==> src/rtl/riscv_mem_pkg.sv <==
// Shared memory-path definitions for the RISC-V core: load/store opcodes and
// the load FSM state encoding.
package riscv_mem_pkg;

    localparam logic [3:0] LD_LW  = 4'b0100;
    localparam logic [3:0] LD_LH  = 4'b0101;
    localparam logic [3:0] LD_LB  = 4'b0110;
    localparam logic [3:0] LD_LHU = 4'b0001;
    localparam logic [3:0] LD_LBU = 4'b0010;

    localparam logic [3:0] ST_SW  = 4'b1000;
    localparam logic [3:0] ST_SH  = 4'b1001;
    localparam logic [3:0] ST_SB  = 4'b1010;

    typedef enum logic [1:0] {
        LD_IDLE = 2'b00,
        LD_REQ  = 2'b01,
        LD_WAIT = 2'b10,
        LD_RESP = 2'b11
    } load_state_e;

    function automatic logic is_load_op(input logic [3:0] op);
        case (op)
            LD_LW, LD_LH, LD_LB, LD_LHU, LD_LBU: return 1'b1;
            default:                             return 1'b0;
        endcase
    endfunction

endpackage

==> src/rtl/load_lane_extract.sv <==
// Selects the byte/half lane of a read word and sign- or zero-extends it,
// using the same lane map as the store-path byte mask.
module load_lane_extract
    import riscv_mem_pkg::*;
(
    input  logic [3:0]  op,
    input  logic [1:0]  byte_addr,
    input  logic [31:0] rdata,
    output logic [31:0] data
);

    logic [7:0]  byte_s;
    logic [15:0] half_s;

    // Lane select and extension; unknown opcodes yield zero.
    always_comb begin
        byte_s = rdata[{byte_addr, 3'b000} +: 8];
        half_s = byte_addr[1] ? rdata[31:16] : rdata[15:0];
        case (op)
            LD_LW:   data = rdata;
            LD_LH:   data = {{16{half_s[15]}}, half_s};
            LD_LHU:  data = {16'h0000, half_s};
            LD_LB:   data = {{24{byte_s[7]}}, byte_s};
            LD_LBU:  data = {24'h00_0000, byte_s};
            default: data = 32'h0000_0000;
        endcase
    end

endmodule

==> src/rtl/load_align_unit.sv <==
// Load path: accepts one load, issues a word-aligned read, extracts and
// extends the addressed lane, and returns it to writeback with a timeout.
module load_align_unit
    import riscv_mem_pkg::*;
#(
    parameter int ADDR_W  = 32,
    parameter int TAG_W   = 5,
    parameter int TIMEOUT = 255
) (
    input  logic              clk,
    input  logic              resetn,
    input  logic              ld_valid,
    output logic              ld_ready,
    input  logic [3:0]        ld_op,
    input  logic [ADDR_W-1:0] ld_addr,
    input  logic [TAG_W-1:0]  ld_tag,
    output logic              mem_req_valid,
    input  logic              mem_req_ready,
    output logic [ADDR_W-1:0] mem_req_addr,
    input  logic              mem_rvalid,
    input  logic [31:0]       mem_rdata,
    output logic              res_valid,
    input  logic              res_ready,
    output logic [31:0]       res_data,
    output logic [TAG_W-1:0]  res_tag,
    output logic              res_err
);

    localparam int CNT_W = (TIMEOUT < 1) ? 1 : $clog2(TIMEOUT + 1);
    localparam logic [CNT_W-1:0] TO_LAST = CNT_W'((TIMEOUT > 0) ? (TIMEOUT - 1) : 0);

    load_state_e       state_r, state_nxt_s;
    logic [CNT_W-1:0]  cnt_r, cnt_nxt_s;
    logic [3:0]        op_r;
    logic [1:0]        lane_r;
    logic [TAG_W-1:0]  tag_r;
    logic [ADDR_W-1:0] addr_r;
    logic              ld_ready_r, mem_req_valid_r, res_valid_r, res_err_r;
    logic [31:0]       res_data_r;
    logic [31:0]       res_data_nxt_s;
    logic              res_err_nxt_s;
    logic              accept_s;
    logic [31:0]       lane_data_s;

    assign accept_s = ld_valid & ld_ready_r;

    load_lane_extract u_extract (
        .op        (op_r),
        .byte_addr (lane_r),
        .rdata     (mem_rdata),
        .data      (lane_data_s)
    );

    // Next-state, timeout counter and result selection.
    always_comb begin
        state_nxt_s    = state_r;
        cnt_nxt_s      = cnt_r;
        res_data_nxt_s = res_data_r;
        res_err_nxt_s  = res_err_r;
        case (state_r)
            LD_IDLE: begin
                if (accept_s) begin
                    if (is_load_op(ld_op)) begin
                        state_nxt_s = LD_REQ;
                    end else begin
                        state_nxt_s    = LD_RESP;
                        res_data_nxt_s = 32'h0000_0000;
                        res_err_nxt_s  = 1'b1;
                    end
                end else begin
                    state_nxt_s = LD_IDLE;
                end
            end
            LD_REQ: begin
                if (mem_req_ready) begin
                    state_nxt_s = LD_WAIT;
                    cnt_nxt_s   = '0;
                end else begin
                    state_nxt_s = LD_REQ;
                end
            end
            LD_WAIT: begin
                // Data arriving in the timeout cycle takes priority over the error.
                if (mem_rvalid) begin
                    state_nxt_s    = LD_RESP;
                    res_data_nxt_s = lane_data_s;
                    res_err_nxt_s  = 1'b0;
                end else if ((TIMEOUT != 0) && (cnt_r == TO_LAST)) begin
                    state_nxt_s    = LD_RESP;
                    res_data_nxt_s = 32'h0000_0000;
                    res_err_nxt_s  = 1'b1;
                end else if (cnt_r != {CNT_W{1'b1}}) begin
                    cnt_nxt_s = cnt_r + {{(CNT_W-1){1'b0}}, 1'b1};
                end else begin
                    cnt_nxt_s = cnt_r;
                end
            end
            LD_RESP: begin
                if (res_ready) begin
                    state_nxt_s = LD_IDLE;
                end else begin
                    state_nxt_s = LD_RESP;
                end
            end
            default: begin
                state_nxt_s = LD_IDLE;
            end
        endcase
    end

    // State, registered handshake outputs and captured command fields.
    always_ff @(posedge clk or negedge resetn) begin
        if (!resetn) begin
            state_r         <= LD_IDLE;
            cnt_r           <= '0;
            op_r            <= 4'h0;
            lane_r          <= 2'b00;
            tag_r           <= '0;
            addr_r          <= '0;
            ld_ready_r      <= 1'b0;
            mem_req_valid_r <= 1'b0;
            res_valid_r     <= 1'b0;
            res_err_r       <= 1'b0;
            res_data_r      <= 32'h0000_0000;
        end else begin
            state_r         <= state_nxt_s;
            cnt_r           <= cnt_nxt_s;
            ld_ready_r      <= (state_nxt_s == LD_IDLE);
            mem_req_valid_r <= (state_nxt_s == LD_REQ);
            res_valid_r     <= (state_nxt_s == LD_RESP);
            res_err_r       <= res_err_nxt_s;
            res_data_r      <= res_data_nxt_s;
            if (accept_s) begin
                op_r   <= ld_op;
                lane_r <= ld_addr[1:0];
                tag_r  <= ld_tag;
                addr_r <= {ld_addr[ADDR_W-1:2], 2'b00};
            end
        end
    end

    assign ld_ready      = ld_ready_r;
    assign mem_req_valid = mem_req_valid_r;
    assign mem_req_addr  = addr_r;
    assign res_valid     = res_valid_r;
    assign res_data      = res_data_r;
    assign res_tag       = tag_r;
    assign res_err       = res_err_r;

endmodule
==> config.mk <==
export PLATFORM = sky130hd
export DESIGN_NAME = load_align_unit
export DESIGN_NICKNAME = d
export VERILOG_FILES = /design/src/rtl/riscv_mem_pkg.sv /design/src/rtl/load_lane_extract.sv /design/src/rtl/load_align_unit.sv
export SDC_FILE = /design/constraint.sdc
export NUM_CORES = 1
export LEC_CHECK = 0
export BUFFER_PORTS_ARGS = -buffer_cell sky130_fd_sc_hd__buf_2
export CORE_ASPECT_RATIO = 1.75
export CORE_MARGIN = 2
export CORE_UTILIZATION = 50
export CTS_CLUSTER_DIAMETER = 150
export DETAILED_ROUTE_END_ITERATION = 8
export PLACE_DENSITY = 0.8
export SYNTH_ARGS = -nofsm -noshare
export SYNTH_HDL_FRONTEND = slang
export SYNTH_HIERARCHICAL = 1
export SYNTH_SLANG_ARGS = --single-unit
export TNS_END_PERCENT = 5
==> constraint.sdc <==
create_clock -name clk -period 3.9 [get_ports clk]
set_input_delay 0.975 -clock clk [delete_from_list [all_inputs] [get_ports clk]]
set_output_delay 0.975 -clock clk [all_outputs]
set_load 0.1 [all_outputs]
== Word level (Yosys, flattened, before mapping) ==
Index checks and enable logic that the tools add are counted.
Storage, ports and cells
  RAM bits: 0
  memories kept: 0
  output and inout bits: 73
  memory bits (read-only): 0
  bits in registers: 87
  logic and storage cells: 72
  latch bits: 0
Cells by class
  reductions and logical operators: 7
  $lt $le $gt $ge: 0
  shift operators: 1
  bitwise operators: 1
  mux-type cells: 27
  eq/ne operators: 24
  add/sub/neg operators: 1
  multipliers: 0
  div/mod/pow operators: 0
Operators by type and width (count)
  case mux 32 bit (5 select lines): 1
  2-to-1 mux 32 bit: 4
  case mux 32 bit (2 select lines): 1
  2-to-1 mux 8 bit: 4
  indexed part select 32 x 6 -> 8 bit: 1
  equality test 4 x 3 -> 1 bit, second input constant: 6
  2-to-1 mux 16 bit: 1
  case mux 8 bit (2 select lines): 1
  2-to-1 mux 2 bit: 6
  inequality test 2 bit, second input constant: 6
  adder 8 x 1 -> 8 bit, second input constant: 1
  equality test 4 x 1 -> 1 bit, second input constant: 2
  equality test 4 x 2 -> 1 bit, second input constant: 2
  equality test 8 bit, second input constant: 1
  inequality test 8 bit, second input constant: 1
  case mux 2 bit (4 select lines): 1
  2-to-1 mux 1 bit: 7
  equality test 2 bit, second input constant: 3
  AND reduction 5 bit: 1
  OR reduction 5 bit: 1
  equality test 2 x 1 -> 1 bit, second input constant: 2
  zero test 2 bit: 2
  AND reduction 4 bit: 1
  nonzero test 2 bit: 2
  other kinds (3): 3

== Depth between registers and ports, before layout ==
Gate-level depths: netlist of run 1.
  depth after elaboration: 9
  mapped depth: 8
  gate-level depth less buffers: 6

== Cells and area by module ==
Netlist of run 1, hierarchy kept.
By module, submodules not included
  load_align_unit: instances 1, cells an instance 309, area an instance 3683.5 um2
  load_lane_extract: instances 1, cells an instance 98, area an instance 666.9 um2

== Worst setup path before layout of run 1 ==
No wires, ideal clock.
  kind: input to register
  from: input port mem_rdata[23]
  to: register res_data_r[16] (netlist: res_data[16])
  arrival: 2.073 ns
  stages on the path: 7
  path buffers: 1
  slack: 1.692 ns
  cell sequence: mux2i_1 and2b_4 nor2_2 buf_2 a21oi_1 a22oi_1 o21ai_0
On the way
  word-level cells in the longest chain between the ends: 4
RTL lines
  start: declaration: RTL line load_align_unit.sv:21  | input logic [31:0] mem_rdata,
  indexed part select 32 x 6 -> 8 bit: RTL line load_lane_extract.sv:17  | byte_s = rdata[{byte_addr, 3'b000} +: 8];
  case mux 32 bit (5 select lines): RTL line load_lane_extract.sv:19  | case (op)
  named net lane_data_s[16]: RTL line load_align_unit.sv:43  | logic [31:0] lane_data_s;
  2-to-1 mux 32 bit: RTL line load_align_unit.sv:84  | if (mem_rvalid) begin
  case mux 32 bit (2 select lines): RTL line load_align_unit.sv:60  | case (state_r)
  end signal: assignment: RTL line load_align_unit.sv:132  | res_data_r <= res_data_nxt_s;
  end: declaration: RTL line load_align_unit.sv:39  | logic [31:0] res_data_r;
The timed path passes the listed nets, and every way through them passes these cells.
A chain may end at the register's enable or synchronous reset.

== Worst setup path after layout of run 1 ==
  from: register lane_r[1]
  to: register res_data_r[26] (netlist: res_data[26])
On the way
  word-level cells in the longest chain between the ends: 4
  elaborated cells on any way between the ends: 5
  classes of those cells: shift: 1; mux: 4
RTL lines
  start: declaration: RTL line load_align_unit.sv:35  | logic [1:0] lane_r;
  start signal: assignment: RTL line load_align_unit.sv:135  | lane_r <= ld_addr[1:0];
  indexed part select 32 x 6 -> 8 bit / 2-to-1 mux 16 bit (equally long branches): RTL line load_lane_extract.sv:17, load_lane_extract.sv:18
  case mux 32 bit (5 select lines) *: RTL line load_lane_extract.sv:19
  named net lane_data_s[26]: RTL line load_align_unit.sv:43
  2-to-1 mux 32 bit *: RTL line load_align_unit.sv:84
  case mux 32 bit (2 select lines) *: RTL line load_align_unit.sv:60
Mark *: on every way through the listed nets, which the timed path passes. The rest lies on a longest branch.

==> results of run 1 <==
-- critical path, stage by stage, from the launching register on --
cell and delay (ps):
dfrtp_1 800, mux2i_1 350, and2b_4 230, nor2_2 540, a21oi_1 160, a22oi_1 210, o21ai_0 120
-- final cells by class --
type	count	area, um2
Tap cell	117	146
Clock inverter	7	72.6
Multi-Input combinational cell	288	2030
Timing Repair Buffer	154	786
Fill cell	737	3110
Sequential cell	87	2180
Clock buffer	9	225
Inverter	4	15.0
-- worst max path at each step --
stage | slack, ps | cells after the start | to | startpoint
floorplan | 1690 | 7 | res_data[16] | mem_rdata[23]
global route | 1220 | 6 | res_data[26] | lane_r[1]
global placement | 1360 | 7 | res_data[19] | mem_rdata[23]
finish | 1350 | 6 | res_data[26] | lane_r[1]
detailed placement | 1250 | 7 | res_data[17] | mem_rdata[23]
CTS | 1390 | 6 | res_data[26] | lane_r[1]
-- routing by layer --
metal,share of wire,up-vias
li1,-,1753
met1,0.37,1851
met2,0.55,163
met3,0.052,28
met4,0.032,0
met5,0,-
-- registers in the layout, indices dropped and copies added (netlist names), 2 cells and up --
register	cells
cnt_r	8
res_data	32
lane_r	2
state_r	2
mem_req_addr	30
res_tag	5
op_r	4
-- metrics by stage --
step	util	cell area, um2	hold slack (ps)	worst slack (ps)	std cells
floorplan	-	4350	495	1690	408
global route	0.637	5450	514	1220	666
global placement	0.602	5150	485	1360	650
finish	0.637	5450	502	1350	666
CTS	0.637	5450	505	1390	666
detailed placement	0.602	5150	491	1250	650
-- cell usage in the layout, fill, tap and decap left out, types with 3 or more instances in the layout --
cell	instances
o21ai_0	35
nor2_1	19
mux2_2	41
buf_2	148
o21ai_1	3
nand3_1	6
a221o_1	14
clkbuf_16	9
nand2_1	54
buf_4	6
a22oi_1	33
mux2i_1	10
dfrtp_1	87
or4_1	3
inv_1	3
nand2b_1	3
o31ai_1	4
a21oi_1	22
-- cell families (layout without fill, tap and decap cells) --
group | count (synthesis) | count (layout) | synth area share
AO/OA/AOI/OAI | 121 | 121 | 0.189
adder cells (fa/ha/maj) | 2 | 2 | 0.00575
flip-flops | 87 | 87 | 0.500
other | 1 | 2 | 0.000862
AND/OR/NAND/NOR | 108 | 108 | 0.129
XOR/XNOR | 3 | 3 | 0.00604
buffers and inverters | 33 | 174 | 0.0368
multiplexers | 52 | 52 | 0.133
==> impl_metrics.yaml, run 1 <==
run_status:
  result_of_the_run: "complete, no violations"
synth:
  syn_area_per_cell_um2: 10.7
  syn-cell-area_um2: 4350
  synth_edf_count: 0
  top_ff_cell_synth: "dfrtp_1"
  ys_warn_count: 6
  synth.most_common_cell: "dfrtp_1"
  synth_seq_area_share: 0.500
  synth_top_cell_by_area: "dfrtp_1"
  synth_top_area_frac: 0.500
  netlist_top_cells_count: "dfrtp_1 (87), nand2_1 (54), mux2_2 (41)"
  synth_seq_cells: 87
  netlist_top_cells_area: "dfrtp_1 (50%), mux2_2 (11%), a22oi_1 (5.7%), nand2_1 (4.7%), o21ai_0 (4.0%)"
  ys_async_sr_fraction: 1.00
  post_synth_inst_count: 407
  count_of_distinct_cell_types_in_the_synthesized_netlist: 50
timing:
  worst_clk_skew_ps: 7.45
  number_of_hold_violations_in_the_final_report: 0
  total_of_endpoints_with_negative_setup_slack_in_the_final_report: 0
  setup_repair_after_global_routing_missed_its_margin: "false"
  max_slew.worst_pin.slew_ps: 1130
  max_freq_mhz: 391
  slew_violations: 0
  setup-tns-final_ps: 0
  finalCriticalPeriod_ps: 2550
  final.period_utilization: 0.655
  max-slew-margin-rel: 0.242
global_route:
  globalRouteMet3Util: 0.0450
  groute.layer.met2.usage: 0.444
  first_global_vias: 3909
  maximum_number_of_pins_on_one_net_before_global_route_repair: 88
  global_route.peak_usage_layer: "met2"
  gr-usage-all-layers: 0.251
  antenna_found_initial: 0
  first_pass_grt_wire_length_um: 18300
  grt-ovfl-total: 0
  grtUsageMet1: 0.281
floorplanning:
  die_area_um2: 9490
  floorplan.initialDensity: 0.508
  top_level_ports: 152
  fp.coreArea_um2: 8560
  core.rowCount: 45
  floorplan.die.width_um: 74.5
  die_height_um: 127
critical_path:
  r2r-end: "res_data[26]"
  timing_worst_setup_path_type: "flop to flop"
  worst-path-max-fanout: 16
  worstRegToRegCells: 6
  cp-end-kind: "flop"
  timing.rr.start: "lane_r[1]"
  minimum_setup_slack_among_reg_to_reg_paths_ps: 1350
  crit_arrival_ps: 2760
  crit_required_ps: 4100
  critPathLaunchType: "flop"
finish:
  finish.net_count: 625
  growth_of_design_area_from_synthesis_to_finish_pct: 25.3
  antenna_cells: 0
  layout-drive-gt1-share: 0.413
drt:
  routed_via_count_divided_by_cell_count: 5.70
  wire_per_inst_um: 17.4
  detail-route-antenna-nets: 0
  drt_pre_antenna_iters: 6
  route.final.wire_length_um: 11600
  drcViolationCount: 0
  detailedRoute.firstIterationViolations: 402
  route.vias.total: 3795
hold_path:
  hp-start: "res_tag[1]"
  min_path_cells: 1
  timing.hold.worst_endpoint: "res_tag[1]"
  worst_hold_path_type: "flop to flop"
clocking:
  numClockSinks: 87
  postCtsResizedCells: 0
  ctsLongestPathBuffers: 2
  post-cts-setup-buffer-count: 0
  post_cts_hold_buffer_count: 0
  cts_tree: "yes"
  number_of_clock_buffers_inserted_by_tritoncts: 9
  clock_insertion_delay_worst_skew_ps: 340
  cts.htree.levels: 3
  clkTransAtPathRegs_ps: 60
  clk_root_buffer_cell: "clkbuf_16"
placement:
  place.gp.congestion: 0.826
  hpwlAfterDp_um: 8360
  io_buffers: 149
run:
  maxCapViolations: 0
Power of run 1 is left out: the tool's default activity adds up to more than one toggle a clock period on the data nets, which glitch-free logic cannot reach.
==> run 2, diff against run 1 <==
Settings changed: ABC_AREA from default to 1, CORE_UTILIZATION 50 to 47, PLACE_DENSITY 0.8 to 0.77.
Clock period 3.9 ns to 2.2 ns, I/O delays scaled along.
==> impl_metrics.yaml, run 2 <==
run_status:
  result_of_the_run: "complete, no violations"
synth:
  count_of_distinct_cell_types_in_the_synthesized_netlist: 27
  netlist_top_cells_count: "nand2_1 (346), dfrtp_1 (87), nand3_1 (51)"
  synth_top_cell_by_area: "dfrtp_1"
  netlist_top_cells_area: "dfrtp_1 (45%), nand2_1 (27%), nand3_1 (5.3%), inv_1 (3.5%), nor2_1 (3.1%)"
  synth_seq_cells: 87
  synth_seq_area_share: 0.454
  ys_warn_count: 6
  synth_top_area_frac: 0.454
  synth_edf_count: 0
  synth.most_common_cell: "nand2_1"
  syn-cell-area_um2: 4790
  post_synth_inst_count: 674
  top_ff_cell_synth: "dfrtp_1"
  syn_area_per_cell_um2: 7.11
  ys_async_sr_fraction: 1.00
finish:
  layout-drive-gt1-share: 0.273
  antenna_cells: 0
  filler_cell_count: 963
  largest_register_ff_count: 32
  seqCellArea_um2: 2180
  multiInputGateArea_um2: 2200
  growth_of_design_area_from_synthesis_to_finish_pct: 23.1
  mostFrequentLayoutCell: "nand2_1"
  layout.cells.most_common_list: "nand2_1 (346), buf_2 (148), dfrtp_1 (87)"
  finish.net_count: 893
floorplanning:
  floorplan.initialDensity: 0.484
  floorplan.die.width_um: 80.4
  die_height_um: 138
  core.rowCount: 48
  die_area_um2: 11100
  top_level_ports: 152
  fp.coreArea_um2: 9910
drt:
  route.final.wire_length_um: 11900
  wire_per_inst_um: 12.6
  drcViolationCount: 0
  detail-route-antenna-nets: 0
  routed_via_count_divided_by_cell_count: 4.82
  drt_pre_antenna_iters: 5
  detailedRoute.firstIterationViolations: 185
  route.vias.total: 4539
critical_path:
  timing_worst_setup_path_type: "flop to flop"
  critPathLaunchType: "flop"
  crit_required_ps: 2480
  crit_arrival_ps: 2090
  cp-end-kind: "flop"
  worst-path-max-fanout: 24
timing:
  setup_repair_after_global_routing_missed_its_margin: "false"
  max_freq_mhz: 554
  setup-tns-final_ps: 0
  number_of_hold_violations_in_the_final_report: 0
  max_slew.worst_pin.slew_ps: 568
  final.period_utilization: 0.821
  finalCriticalPeriod_ps: 1810
  slew_violations: 0
  max-slew-margin-rel: 0.621
  worst_clk_skew_ps: 4.83
  total_of_endpoints_with_negative_setup_slack_in_the_final_report: 0
global_route:
  maximum_number_of_pins_on_one_net_before_global_route_repair: 45
  grt-ovfl-total: 0
  first_pass_grt_wire_length_um: 19400
  gr-usage-all-layers: 0.223
  first_global_vias: 4232
  antenna_found_initial: 0
clocking:
  cts_tree: "yes"
  number_of_clock_buffers_inserted_by_tritoncts: 9
  cts.htree.levels: 3
  clk_root_buffer_cell: "clkbuf_16"
  clock_insertion_delay_worst_skew_ps: 340
  numClockSinks: 87
  postCtsResizedCells: 0
  post_cts_hold_buffer_count: 0
  clkTransAtPathRegs_ps: 60
  ctsLongestPathBuffers: 2
  post-cts-setup-buffer-count: 0
placement:
  hpwlAfterDp_um: 9060
  place.gp.congestion: 0.944
  io_buffers: 149
hold_path:
  worst_hold_path_type: "input port to asynchronous set/reset pin"
run:
  maxCapViolations: 0
run 2: cell types whose count changed after synthesis, moves of 14 or more:
| cell | previous run | this run |
|---|---|---|
| nand2_2 | 0 | 17 |
| nor2_1 | 20 | 39 |
| nand3_1 | 6 | 51 |
| inv_1 | 3 | 45 |
| nand2_1 | 54 | 346 |
| a21oi_1 | 22 | 2 |
| o21ai_0 | 35 | 17 |
| mux2_2 | 41 | 0 |
| a22oi_1 | 33 | 0 |
| a221o_1 | 14 | 0 |
run 2: layer usage:
metal,GRT usage,wire length (um)
met1,0.250,4580
met2,0.398,6180
met4,0.117,489
met5,0,0
met3,0.0347,606
run 2: stage by stage:
stage / hold WS, ps / worst slack (ps) / std cells / cell area [um2] / utilization
floorplan: 254 / 199 / 675 / 4800 / -
finish: 110 / 394 / 942 / 5900 / 0.596
global route: 137 / 157 / 942 / 5900 / 0.596
detailed placement: 454 / 362 / 926 / 5550 / 0.560
CTS: 122 / 396 / 942 / 5900 / 0.596
global placement: 450 / 432 / 926 / 5550 / 0.560
run 2: logic make-up (layout without fill, tap and decap cells):
family	count (synthesis)	after routing	share of synthesized area
AOI/OAI and AO/OA	21	21	0.0235
DFF	87	87	0.454
and+or+nand+nor	479	479	0.428
buffers and inverters	84	226	0.0882
adders and majority gates	2	2	0.00522
other	1	2	0.000782
run 2: critical path, stage by stage (launching register included):
cell and delay, ps:
dfrtp_1 570, inv_2 80, nand2_1 90, nand2_1 50
nand2_1 90, nand3_2 450, nand3_1 250, nand2_1 70
nand2_1 80
run 2: path summary, 6_finish.rpt:
kind / start / endpoint / slack [ps] / depth (start not counted)
max: lane_r[1] / res_data[10] / 390 / 8
max reg2reg: lane_r[1] / res_data[10] / 390 / 8
min in group clk: ld_addr[29] / mem_req_addr[29] / 400 / 3
max in group asynchronous: resetn / mem_req_addr[30] / 1490 / 2
min: resetn / res_data[15] / 110 / 1
min reg2reg: res_data[4] / res_data[4] / 470 / 2
run 2: final cells by class:
class                   instances  share of cell area
multi-input cells             504               0.372
flip-flops and latches         87               0.369
repair buffers                157               0.139
clock buffers                   9              0.0382
inverters                      53              0.0341
well taps                     125              0.0265
clock inverters                 7              0.0210
Power of run 2 is left out for the same reason.
